--- src/rtl/cpu_pkg.sv ---
`default_nettype none
`timescale 1ns/1ps
// cpu_pkg: instruction field positions, fetch state encoding and displacement sign extension.
// Revision 1.0
package cpu_pkg;

  localparam int OP1_HI  = 15;
  localparam int OP1_LO  = 12;
  localparam int RDC_HI  = 11;
  localparam int RDC_LO  = 8;
  localparam int OP2_HI  = 7;
  localparam int OP2_LO  = 4;
  localparam int RSS_HI  = 3;
  localparam int RSS_LO  = 0;
  localparam int DISP_HI = 7;
  localparam int DISP_LO = 0;

  // Widest address sext8 can produce; callers truncate to their own ADDR_W.
  localparam int MAX_ADDR_W = 32;

  typedef enum logic [0:0] {
    FETCH_IDLE = 1'b0,
    FETCH_WAIT = 1'b1
  } fetch_state_e;

  function automatic logic [MAX_ADDR_W-1:0] sext8(input logic [7:0] d);
    return {{(MAX_ADDR_W-8){d[7]}}, d};
  endfunction

endpackage
`default_nettype wire

--- src/rtl/fetch_pc_unit_next_pc_sel.sv ---
`default_nettype none
`timescale 1ns/1ps
// next_pc_sel: priority mux and adders producing the next PC and the JAL link strobe.
// Revision 1.0
module next_pc_sel
  import cpu_pkg::*;
#(
  parameter int ADDR_W = 16
) (
  input  logic              pc_en,
  input  logic              branch_en,
  input  logic              jmp_en,
  input  logic              jal_en,
  input  logic [ADDR_W-1:0] pc_q,
  input  logic [ADDR_W-1:0] jmp_target,
  input  logic [7:0]        disp,
  output logic [ADDR_W-1:0] pc_d,
  output logic              link_we
);

  logic [ADDR_W-1:0] pc_seq;
  logic [ADDR_W-1:0] pc_br;

  assign pc_seq = pc_q + ADDR_W'(1);
  // Sum is formed at full package width, then truncated so wrap is modulo 2^ADDR_W.
  assign pc_br  = ADDR_W'(MAX_ADDR_W'(pc_q) + sext8(disp));

  always_comb begin
    pc_d    = pc_q;
    link_we = 1'b0;
    if (pc_en) begin
      if (jal_en) begin
        pc_d    = jmp_target;
        link_we = 1'b1;
      end else if (jmp_en) begin
        pc_d = jmp_target;
      end else if (branch_en) begin
        pc_d = pc_br;
      end else begin
        pc_d = pc_seq;
      end
    end
  end

endmodule
`default_nettype wire

--- src/rtl/fetch_pc_unit.sv ---
`default_nettype none
`timescale 1ns/1ps
// fetch_pc_unit: program counter plus fixed-latency instruction fetch into the IR.
// Revision 1.0
module fetch_pc_unit
  import cpu_pkg::*;
#(
  parameter int                ADDR_W       = 16,
  parameter logic [ADDR_W-1:0] RESET_PC     = '0,
  parameter int                READ_LATENCY = 2
) (
  input  logic              clk,
  input  logic              reset,
  input  logic              fetch_start,
  input  logic              pc_en,
  input  logic              branch_en,
  input  logic              jmp_en,
  input  logic              jal_en,
  input  logic [ADDR_W-1:0] jmp_target,
  input  logic [15:0]       mem_rdata,
  output logic [ADDR_W-1:0] mem_addr,
  output logic              mem_rd,
  output logic              busy,
  output logic              instr_valid,
  output logic [15:0]       ir,
  output logic [3:0]        op1,
  output logic [3:0]        rdest_cond,
  output logic [3:0]        op2,
  output logic [3:0]        rsrc_shamt,
  output logic [ADDR_W-1:0] pc,
  output logic [ADDR_W-1:0] link_addr
);

  localparam int               CNT_W    = $clog2(READ_LATENCY + 1);
  localparam logic [CNT_W-1:0] CNT_ONE  = CNT_W'(1);
  localparam logic [CNT_W-1:0] CNT_DONE = CNT_W'(READ_LATENCY);

  fetch_state_e      state_q;
  logic [CNT_W-1:0]  cnt_q;
  logic [ADDR_W-1:0] mem_addr_q;
  logic              mem_rd_q;
  logic              instr_valid_q;
  logic [15:0]       ir_q;
  logic [ADDR_W-1:0] pc_q;
  logic [ADDR_W-1:0] pc_d;
  logic [ADDR_W-1:0] link_q;
  logic              link_we;
  logic              rd_done;
  logic              issue;

  assign rd_done = (state_q == FETCH_WAIT) && (cnt_q == CNT_DONE);
  // A new fetch may be accepted on the very edge that completes the previous one.
  assign issue   = fetch_start && ((state_q == FETCH_IDLE) || rd_done);

  always_ff @(posedge clk) begin
    if (!reset) begin
      state_q       <= FETCH_IDLE;
      cnt_q         <= '0;
      mem_addr_q    <= RESET_PC;
      mem_rd_q      <= 1'b0;
      instr_valid_q <= 1'b0;
      ir_q          <= '0;
    end else begin
      mem_rd_q      <= 1'b0;
      instr_valid_q <= 1'b0;
      if (rd_done) begin
        ir_q          <= mem_rdata;
        instr_valid_q <= 1'b1;
        state_q       <= FETCH_IDLE;
      end else if (state_q == FETCH_WAIT) begin
        cnt_q <= cnt_q + CNT_ONE;
      end
      if (issue) begin
        mem_addr_q <= pc_q;
        mem_rd_q   <= 1'b1;
        cnt_q      <= CNT_ONE;
        state_q    <= FETCH_WAIT;
      end
    end
  end

  next_pc_sel #(
    .ADDR_W(ADDR_W)
  ) u_next_pc_sel (
    .pc_en     (pc_en),
    .branch_en (branch_en),
    .jmp_en    (jmp_en),
    .jal_en    (jal_en),
    .pc_q      (pc_q),
    .jmp_target(jmp_target),
    .disp      (ir_q[DISP_HI:DISP_LO]),
    .pc_d      (pc_d),
    .link_we   (link_we)
  );

  always_ff @(posedge clk) begin
    if (!reset) begin
      pc_q   <= RESET_PC;
      link_q <= '0;
    end else begin
      pc_q <= pc_d;
      if (link_we) begin
        link_q <= pc_q;
      end
    end
  end

  assign mem_addr    = mem_addr_q;
  assign mem_rd      = mem_rd_q;
  assign busy        = (state_q == FETCH_WAIT);
  assign instr_valid = instr_valid_q;
  assign ir          = ir_q;
  assign op1         = ir_q[OP1_HI:OP1_LO];
  assign rdest_cond  = ir_q[RDC_HI:RDC_LO];
  assign op2         = ir_q[OP2_HI:OP2_LO];
  assign rsrc_shamt  = ir_q[RSS_HI:RSS_LO];
  assign pc          = pc_q;
  assign link_addr   = link_q;

endmodule
`default_nettype wire

--- config.mk ---
export PLATFORM = sky130hd
export DESIGN_NAME = fetch_pc_unit
export DESIGN_NICKNAME = d
export VERILOG_FILES = /design/src/rtl/cpu_pkg.sv /design/src/rtl/fetch_pc_unit_next_pc_sel.sv /design/src/rtl/fetch_pc_unit.sv
export SDC_FILE = /design/constraint.sdc
export NUM_CORES = 1
export LEC_CHECK = 0
export ABC_CLOCK_PERIOD_IN_PS = 2900
export CORE_ASPECT_RATIO = 1.25
export CORE_UTILIZATION = 47
export DETAILED_ROUTE_END_ITERATION = 6
export GPL_TIMING_DRIVEN = 0
export PLACE_DENSITY = 0.85
export SLEW_MARGIN = 0
export SYNTH_ARGS = -nofsm -noshare
export SYNTH_HDL_FRONTEND = slang
export SYNTH_SLANG_ARGS = --single-unit
--- constraint.sdc ---
create_clock -name clk -period 2.9 [get_ports clk]
set_clock_uncertainty 0.05 [all_clocks]
set_input_delay 0.58 -clock clk [delete_from_list [all_inputs] [get_ports clk]]
set_output_delay 0.58 -clock clk [all_outputs]
set_load 0.02 [all_outputs]
* After elaboration in Yosys (flattened, before gate mapping)
Index checks and enable logic that the tools add are counted.
** Operators by class
- Bitwise gates (word level) :: 3
- Eq/ne operators :: 2
- Reductions and logical operators :: 8
- Add/subtract/negate cells :: 3
- Muxes and demuxes :: 12
** Operator list (count)
- 16-bit 2-to-1 mux :: 3
- 16-bit by 1-bit adder with 16-bit output (second input constant) :: 1
- 16-bit by 8-bit adder with 16-bit output :: 1
- 1-bit 2-to-1 mux :: 9
- 2-bit AND reduction :: 2
- 2-bit nonzero test :: 2
- 1-bit inverter :: 3
- 2-bit by 1-bit adder with 2-bit output (second input constant) :: 1
- 2-bit == test (second input constant) :: 1
- 1-bit logical AND :: 2
- 2-bit by 1-bit inequality test with 1-bit output (second input constant) :: 1
- 2-bit OR reduction :: 1
- 1-bit logical OR :: 1
** Word-level totals
- Output and inout port bits :: 83
- Input port bits :: 39
- Word-level logic and storage cells :: 37
- Flip-flop bits (word level) :: 69

* Depth between registers and ports, before layout
- Depth in word-level cells :: 6
- Gate-level depth with buffers :: 8

* Modules after synthesis
Synthesis repeated with hierarchy kept, for this count alone.
** Unflattened totals
- Cell total of the unflattened synthesis :: 494
- Area, all modules :: 4037.6 um2
** Modules (own cells, without submodules)
- fetch_pc_unit :: instances 1, sequential area each 1381.3 um2, cells an instance 261, area each 2492.4 um2
- next_pc_sel :: instances 1, sequential area each 0.0 um2, cells an instance 233, area each 1545.2 um2

* Worst setup path before layout
OpenSTA, ideal clock, no wires.
- Path kind :: flip-flop to flip-flop
- From :: register pc_q[0], in the netlist pc[0]
- To :: register pc_q[8], in the netlist pc[8]
- Path buffers :: 0
- Clock period less this slack :: 2.316 ns
- Arrival time :: 2.130 ns
- Stages on the path, launching flop included :: 9
- Required time :: 2.715 ns
- Setup slack :: 0.584 ns
- Cell sequence :: dfxtp_1 ha_1 fa_1 a211oi_1 o21ai_1 a31oi_1 xnor2_1 a221oi_1 a211oi_1
** Between the ends
- Longest elaborated chain between the ends :: 4
** Ends and longest elaborated chain
- start: declaration :: line fetch_pc_unit.sv:44 : logic [ADDR_W-1:0] pc_q;
- start signal: assignment :: line fetch_pc_unit.sv:101 : pc_q <= pc_d;
- 16-bit by 1-bit adder with 16-bit output or 16-bit by 8-bit adder with 16-bit output (tied branches) :: line fetch_pc_unit_next_pc_sel.sv:24, fetch_pc_unit_next_pc_sel.sv:26
- 16-bit 2-to-1 mux (*) :: line fetch_pc_unit_next_pc_sel.sv:37 : end else if (branch_en) begin
- 16-bit 2-to-1 mux (*) :: line fetch_pc_unit_next_pc_sel.sv:35 : end else if (jmp_en) begin
- 16-bit 2-to-1 mux (*) :: line fetch_pc_unit_next_pc_sel.sv:32 : if (jal_en) begin
Mark *: on every way between the ends. The rest lies on a longest branch, timed or not.
A chain may end at the register's enable or synchronous reset.

==> impl_metrics.tcl <==
set metrics [dict create \
    fin_ws_ns 0.243 \
    critPathLaunchType "input pin" \
    final_max_slew_viol_count 0 \
    use_met1 0.332 \
    fmax_ghz 0.376 \
    power.switching_uw 661 \
    synth_cell_types 56 \
    fin_crit_ns 2.66 \
    place.gp.congestion 0.904 \
    first_pass_iters 6 \
    avgViaCountPerCell 5.73 \
    grt_usage 0.290 \
    grt_max_degree 13 \
    yosys_register_bits 69 \
    timing.final.hold_violations 0 \
    busiest_layer "met2" \
    irDropWorstVdd_mv 0.435 \
    nets 648 \
    internal_power_mw 1.58 \
    setup-tns-final_ns 0 \
    regToRegStartpoint "pc[0]" \
    mostFrequentLayoutCell "clkdlybuf4s50_1" \
    final_cell_mix "clkdlybuf4s50_1 (121), nand2_1 (88), dfxtp_1 (69), a21boi_0 (35)" \
    use_met3 0.0805 \
    start_util 0.487 \
    numCtsBuffers 9 \
    die_w_um 82.6 \
    min_path_type "reg2reg" \
    grt_pass1_vias 3903 \
    cap_violations 0 \
    comb_power_share 0.190 \
    cts_tree "yes" \
    die_height_um 103 \
    period_share 0.916 \
    detailedPlacementHpwl_mm 8.76 \
    wl_per_cell_um 17.0 \
    port_buffers 121 \
    syn_to_final_growth_pct 39.8 \
    finalSetupViolCount 0 \
    rsz0062_at_grt "no" \
    synth_edf_count 0 \
    stdcell_count 690 \
    cts_hold_buf 0 \
    grt_antenna_before_repair 0 \
    antenna_cells 0 \
    status "complete, no violations" \
    hp-start "link_addr[2]" \
    worst_pin_slew_ns 0.721 \
    path_max_fanout 10 \
    grt_use_met2 0.484 \
    pwr-share-seq 0.465 \
    wl_mm 11.8 \
    crit_path_end_kind "flip-flop" \
    grt_first_pass_wirelength_mm 18.5 \
    vias 3957 \
    route.detailed.drc 0 \
    ys_async_sr_fraction 0 \
    place_inst 675 \
    drt.antenna.violating_nets 0 \
    ioPinCount 122 \
    drt_iter0_drc 235 \
    maxSlewHeadroom 0.518 \
    fp-row-count 36 \
    crit_start "reset" \
    p_clk_frac 0.345 \
    seq_area_frac_synth 0.362 \
    cp.required_ns 3.14 \
    cts_max_path_buffers 2 \
    clk_latency_ns 0.36 \
    cts_root_buffer "clkbuf_8" \
    coreArea_um2 7840 \
    ctsResizeCount 0 \
    post-place-ws_ns -0.0675 \
    cts_setup_buffers 0 \
    syn_avg_cell_area_um2 8.31 \
    syn_inst 459 \
    synth_area_um2 3810 \
    yosys_warnings 0 \
    synthFlopType "dfxtp_1" \
    dieArea_um2 8480 \
    switching_share 0.295 \
    p_per_area_nw_per_um2 421 \
    clock-sinks 69 \
    synth_fp_nets 516 \
    clk_pin_slew_ns 0.08 \
    htree_levels 3 \
    arrival_ns 2.90 \
    p_leak_nw 2.11 \
    gr-total-overflow 0 \
    critical_path_class "in2reg" \
    drive_gt1_frac 0.0706 \
]
==> per-stage QoR <==
step | utilization | cell area, um^2 | total power, mW | hold slack, ns
after floorplan | - | 3810 | 1.28 | 0.391
after global placement | 0.656 | 5140 | 1.48 | 0.404
after detailed placement | 0.656 | 5140 | 1.48 | 0.411
after CTS | 0.680 | 5330 | 2.25 | 0.425
after global routing | 0.680 | 5330 | 2.35 | 0.446
final | 0.680 | 5330 | 2.24 | 0.419
==> synth_stat cells, drive strengths merged (4+ instances only) <==
| master | count | area share |
|---|---|---|
| a211oi | 7 | 0.014 |
| a21boi | 36 | 0.071 |
| a21o | 13 | 0.026 |
| a21oi | 22 | 0.029 |
| a22o | 16 | 0.037 |
| a31oi | 6 | 0.0098 |
| and2 | 6 | 0.0098 |
| and3 | 7 | 0.011 |
| buf | 21 | 0.038 |
| clkbuf | 23 | 0.023 |
| dfxtp | 69 | 0.36 |
| ha | 17 | 0.056 |
| inv | 6 | 0.0059 |
| nand2 | 89 | 0.088 |
| nand3 | 9 | 0.012 |
| nand4 | 4 | 0.0066 |
| nor2 | 12 | 0.012 |
| o211ai | 8 | 0.017 |
| o21a | 4 | 0.0079 |
| o21ai | 23 | 0.030 |
| xnor2 | 9 | 0.021 |
| xor2 | 9 | 0.021 |
==> registers in the layout, summed over array words and instances (netlist names) <==
signal and cells:
busy 1, mem_addr 16, instr_valid 1, pc 16, link_addr 16, cnt_q 2, mem_rd 1, ir 16
==> path summary, 6_finish.rpt <==
path	endpoint	slack, ns	depth (start not counted)
setup reg to reg	pc[8]	0.31	8
hold / removal	link_addr[2]	0.42	2
hold reg to reg	link_addr[2]	0.42	2
setup / recovery	mem_addr[14]	0.24	5
==> critical path, stage by stage <==
cell,delay (ns)
clkdlybuf4s50_1,0.48
clkbuf_1,0.45
a21boi_1,0.68
clkbuf_1,0.48
a22o_1,0.23
==> power by group through the flow <==
stage	Sequential, mW	Clock [mW]	Combinational (mW)
5_1_grt	1.05	0.838	0.460
2_1_floorplan	1.09	0	0.187
3_3_place_gp	1.06	0	0.412
3_5_place_dp	1.06	0	0.420
4_1_cts	1.04	0.783	0.423
6_report	1.04	0.773	0.426
==> area by class of cell <==
class                      instances  area (um^2)
clock inverter                     6         63.8
clock buffer                       9          124
buffer                            44          234
sequential                        69         1380
tap                               95          119
multi-input combinational        340         2180
inverter                           6         22.5
fill                             676         2510
timing repair buffer             121         1210
==> cell families after synthesis <==
kind of cell,Yosys count,synth area share
mux,3,0.00787
simple gates,145,0.173
compound gates,156,0.288
xor+xnor,18,0.0413
buf+inv,50,0.0673
fa+ha+maj,18,0.0610
flops,69,0.362
==> layer usage <==
metal | part of all wire | wire length [um]
met5 | 0 | 0
met4 | 0.038 | 451
met3 | 0.086 | 1020
met2 | 0.48 | 5660
met1 | 0.39 | 4630
(Power assumes the default switching activity.)
==> RTL edit (same settings) <==
The parameter `READ_LATENCY` goes from 2 to 4.
--- a/src/rtl/fetch_pc_unit.sv
+++ b/src/rtl/fetch_pc_unit.sv
@@ -7,7 +7,7 @@
 #(
   parameter int                ADDR_W       = 16,
   parameter logic [ADDR_W-1:0] RESET_PC     = '0,
-  parameter int                READ_LATENCY = 2
+  parameter int                READ_LATENCY = 4
 ) (
   input  logic              clk,
   input  logic              reset,
Function: changed (a bounded check fails within 4 cycles, from zero or initial values and one cycle with reset low).
==> RTL edit against the unedited design <==
Total power is 4.3% lower; highest routed layer unchanged; sequential share of layout area grew 0.13 points; core utilization grew 0.25 points; final area is 0.94% higher; wire length is essentially flat; setup slack got worse by 0.11 ns; synthesized area increased by 1.8%; first-iteration DRC count increased by 12%; via count up 2.2%; sequential cell count grew 1; non-clock buffer count stayed put.
==> RTL edit: results (changes against the unedited design) <==
| Metric | Value |
|---|---|
| CTS Buffer Depth | `2 (unchanged)` |
| Top FF cell, synth | `dfxtp_1 (unchanged)` |
| Worst VDD drop | `0.000357 V (was 0.000435 V)` |
| Placed Area | `5200 sq um (was 5140 sq um)` |
| Largest net degree at the start of global routing | `13 (unchanged)` |
| Initial antenna violation count | `0 (unchanged)` |
| Final nets | `675 (was 648)` |
| Dpl hpwl | `8820 microns (was 8760 microns)` |
| Syn. warnings | `0 (unchanged)` |
| # diodes | `0 (unchanged)` |
| Finished Layout Cells | `717 (was 690)` |
| Vias in the first global route | `3930 (was 3903)` |
| Synth area leaders | `dfxtp_1, nand2_1, a21oi_1, ha_1, a22o_1 (was dfxtp_1, nand2_1, a21boi_0, ha_1, a22o_1)` |
| Gpl congestion | `0.915 (was 0.904)` |
| Synth unique cells | `52 (was 56)` |
| H-tree levels | `3 (unchanged)` |
| Syn Inst Count | `486 (was 459)` |
| Clock transition at path regs | `0.08 ns (about the same)` |
| First-pass GRT wire length | `19000 microns (was 18500 microns)` |
| Buffers on Ports | `120 (was 121)` |
| Worst-skew pair later-pin latency | `0.36 ns (about the same)` |
| Max FO, Critical Path | `10 (unchanged)` |
| Worst Setup End Kind | `register (unchanged)` |
| Mapped Nets | `544 (was 516)` |
| Inserted Clock Buffers | `9 (unchanged)` |
| Post-synthesis async set-or-reset flop share | `0% (unchanged)` |
| Vias | `4046 (was 3957)` |
| Inst Count DP | `701 (was 675)` |
| Cts repair resizes | `0 (unchanged)` |
| Post-CTS Setup Inserts | `0 (unchanged)` |
| Status | `completed (unchanged)` |
| Final setup vio count | `0 (unchanged)` |
| Leak | `2.06 nW (was 2.11 nW)` |
| R2R cell count | `8 (unchanged)` |
| WHS | `0.404 ns (was 0.419 ns)` |
| Most instantiated cells after synthesis | `nand2_1, dfxtp_1, a21oi_1 (was nand2_1, dfxtp_1, a21boi_0)` |
| Gr usage total | `27.7% (was 29.0%)` |
| DRT Pass-1 Iters | `5 (was 6)` |
| Drt initial violations | `264 (was 235)` |
| CP max stage cell | `dfxtp_1 (was a21boi_1)` |
| HP Class | `register to register (unchanged)` |
| Register area share after synthesis | `36.1% (was 36.2%)` |
| Least-Margin Pin Slew | `0.581 ns (was 0.721 ns)` |
| CP max stage delay | `0.45 ns (was 0.68 ns)` |
| Worst Slack Setup Final | `0.131 ns (was 0.243 ns)` |
| Layout cell share with drive strength beyond 1 | `8.36% (was 7.06%)` |
| Hold Path Cell Cnt | `2 (unchanged)` |
| Critical path arrival | `2.99 ns (was 2.90 ns)` |
| Post-place setup slack | `0.0994 ns (was -0.0675 ns)` |
| Top delay family on crit path | `compound AO/OA/AOI/OAI gates (was buffers and inverters)` |
| Root cell of the clock tree | `clkbuf_8 (unchanged)` |
| Total wire length | `11800 microns (about the same)` |
==> RTL edit: changes by cell type after synthesis, sizes merged, moves of 7 or more <==
cell / delta
a21boi: -35
a21o: -7
a21oi: +31
nor2: +16
nor3: +9
o21ai: +7
==> RTL edit: path summary, 6_finish.rpt <==
| kind | from | to |
|---|---|---|
| worst max register to register | pc[0] | pc[8] |
| worst min register to register | link_addr[10] | link_addr[10] |
| worst min-delay path | link_addr[10] | link_addr[10] |
| worst max-delay path | pc[0] | pc[8] |
==> RTL edit: logic make-up (layout without fill, tap and decap cells) <==
logic type | after synthesis | after routing | synth area share [%]
AO/OA/AOI/OAI | 147 | 147 | 24.4
buffers and inverters | 58 | 194 | 7.44
XOR/XNOR | 25 | 25 | 5.64
adder cells (fa/ha/maj) | 19 | 19 | 6.32
AND/OR/NAND/NOR | 160 | 160 | 18.3
flip-flops | 70 | 70 | 36.1
multiplexers | 7 | 7 | 1.84
==> RTL edit: layout make-up <==
class,count,area [sq um]
clock inverters,4,22.5
clock buffers,12,145
plain buffers,45,240
inverters,13,48.8
well taps,95,119
repair buffers,120,1200
flip-flops and latches,70,1400
multi-input cells,358,2200
fillers,652,2500
==> RTL edit: worst min-delay path, cell delays in order, from the launching register on <==
cell and delay, ns:
dfxtp_1 0.31, nand2_1 0.05, a21oi_1 0.05
==> RTL edit: routing by layer <==
| metal | GRT usage [%] | wire (microns) |
|---|---|---|
| met3 | 5.98 | 703 |
| met2 | 47.0 | 5940 |
| met4 | 15.4 | 460 |
| met5 | 0 | 0 |
| met1 | 32.3 | 4650 |
==> RTL edit: where the power goes <==
part           internal (mW)  total [mW]  leakage, nW  switching (mW)
sequential             0.998        1.05        0.570          0.0533
combinational          0.181       0.394         1.40           0.213
clock                  0.330       0.702       0.0861           0.373
total                   1.51        2.15         2.06           0.639
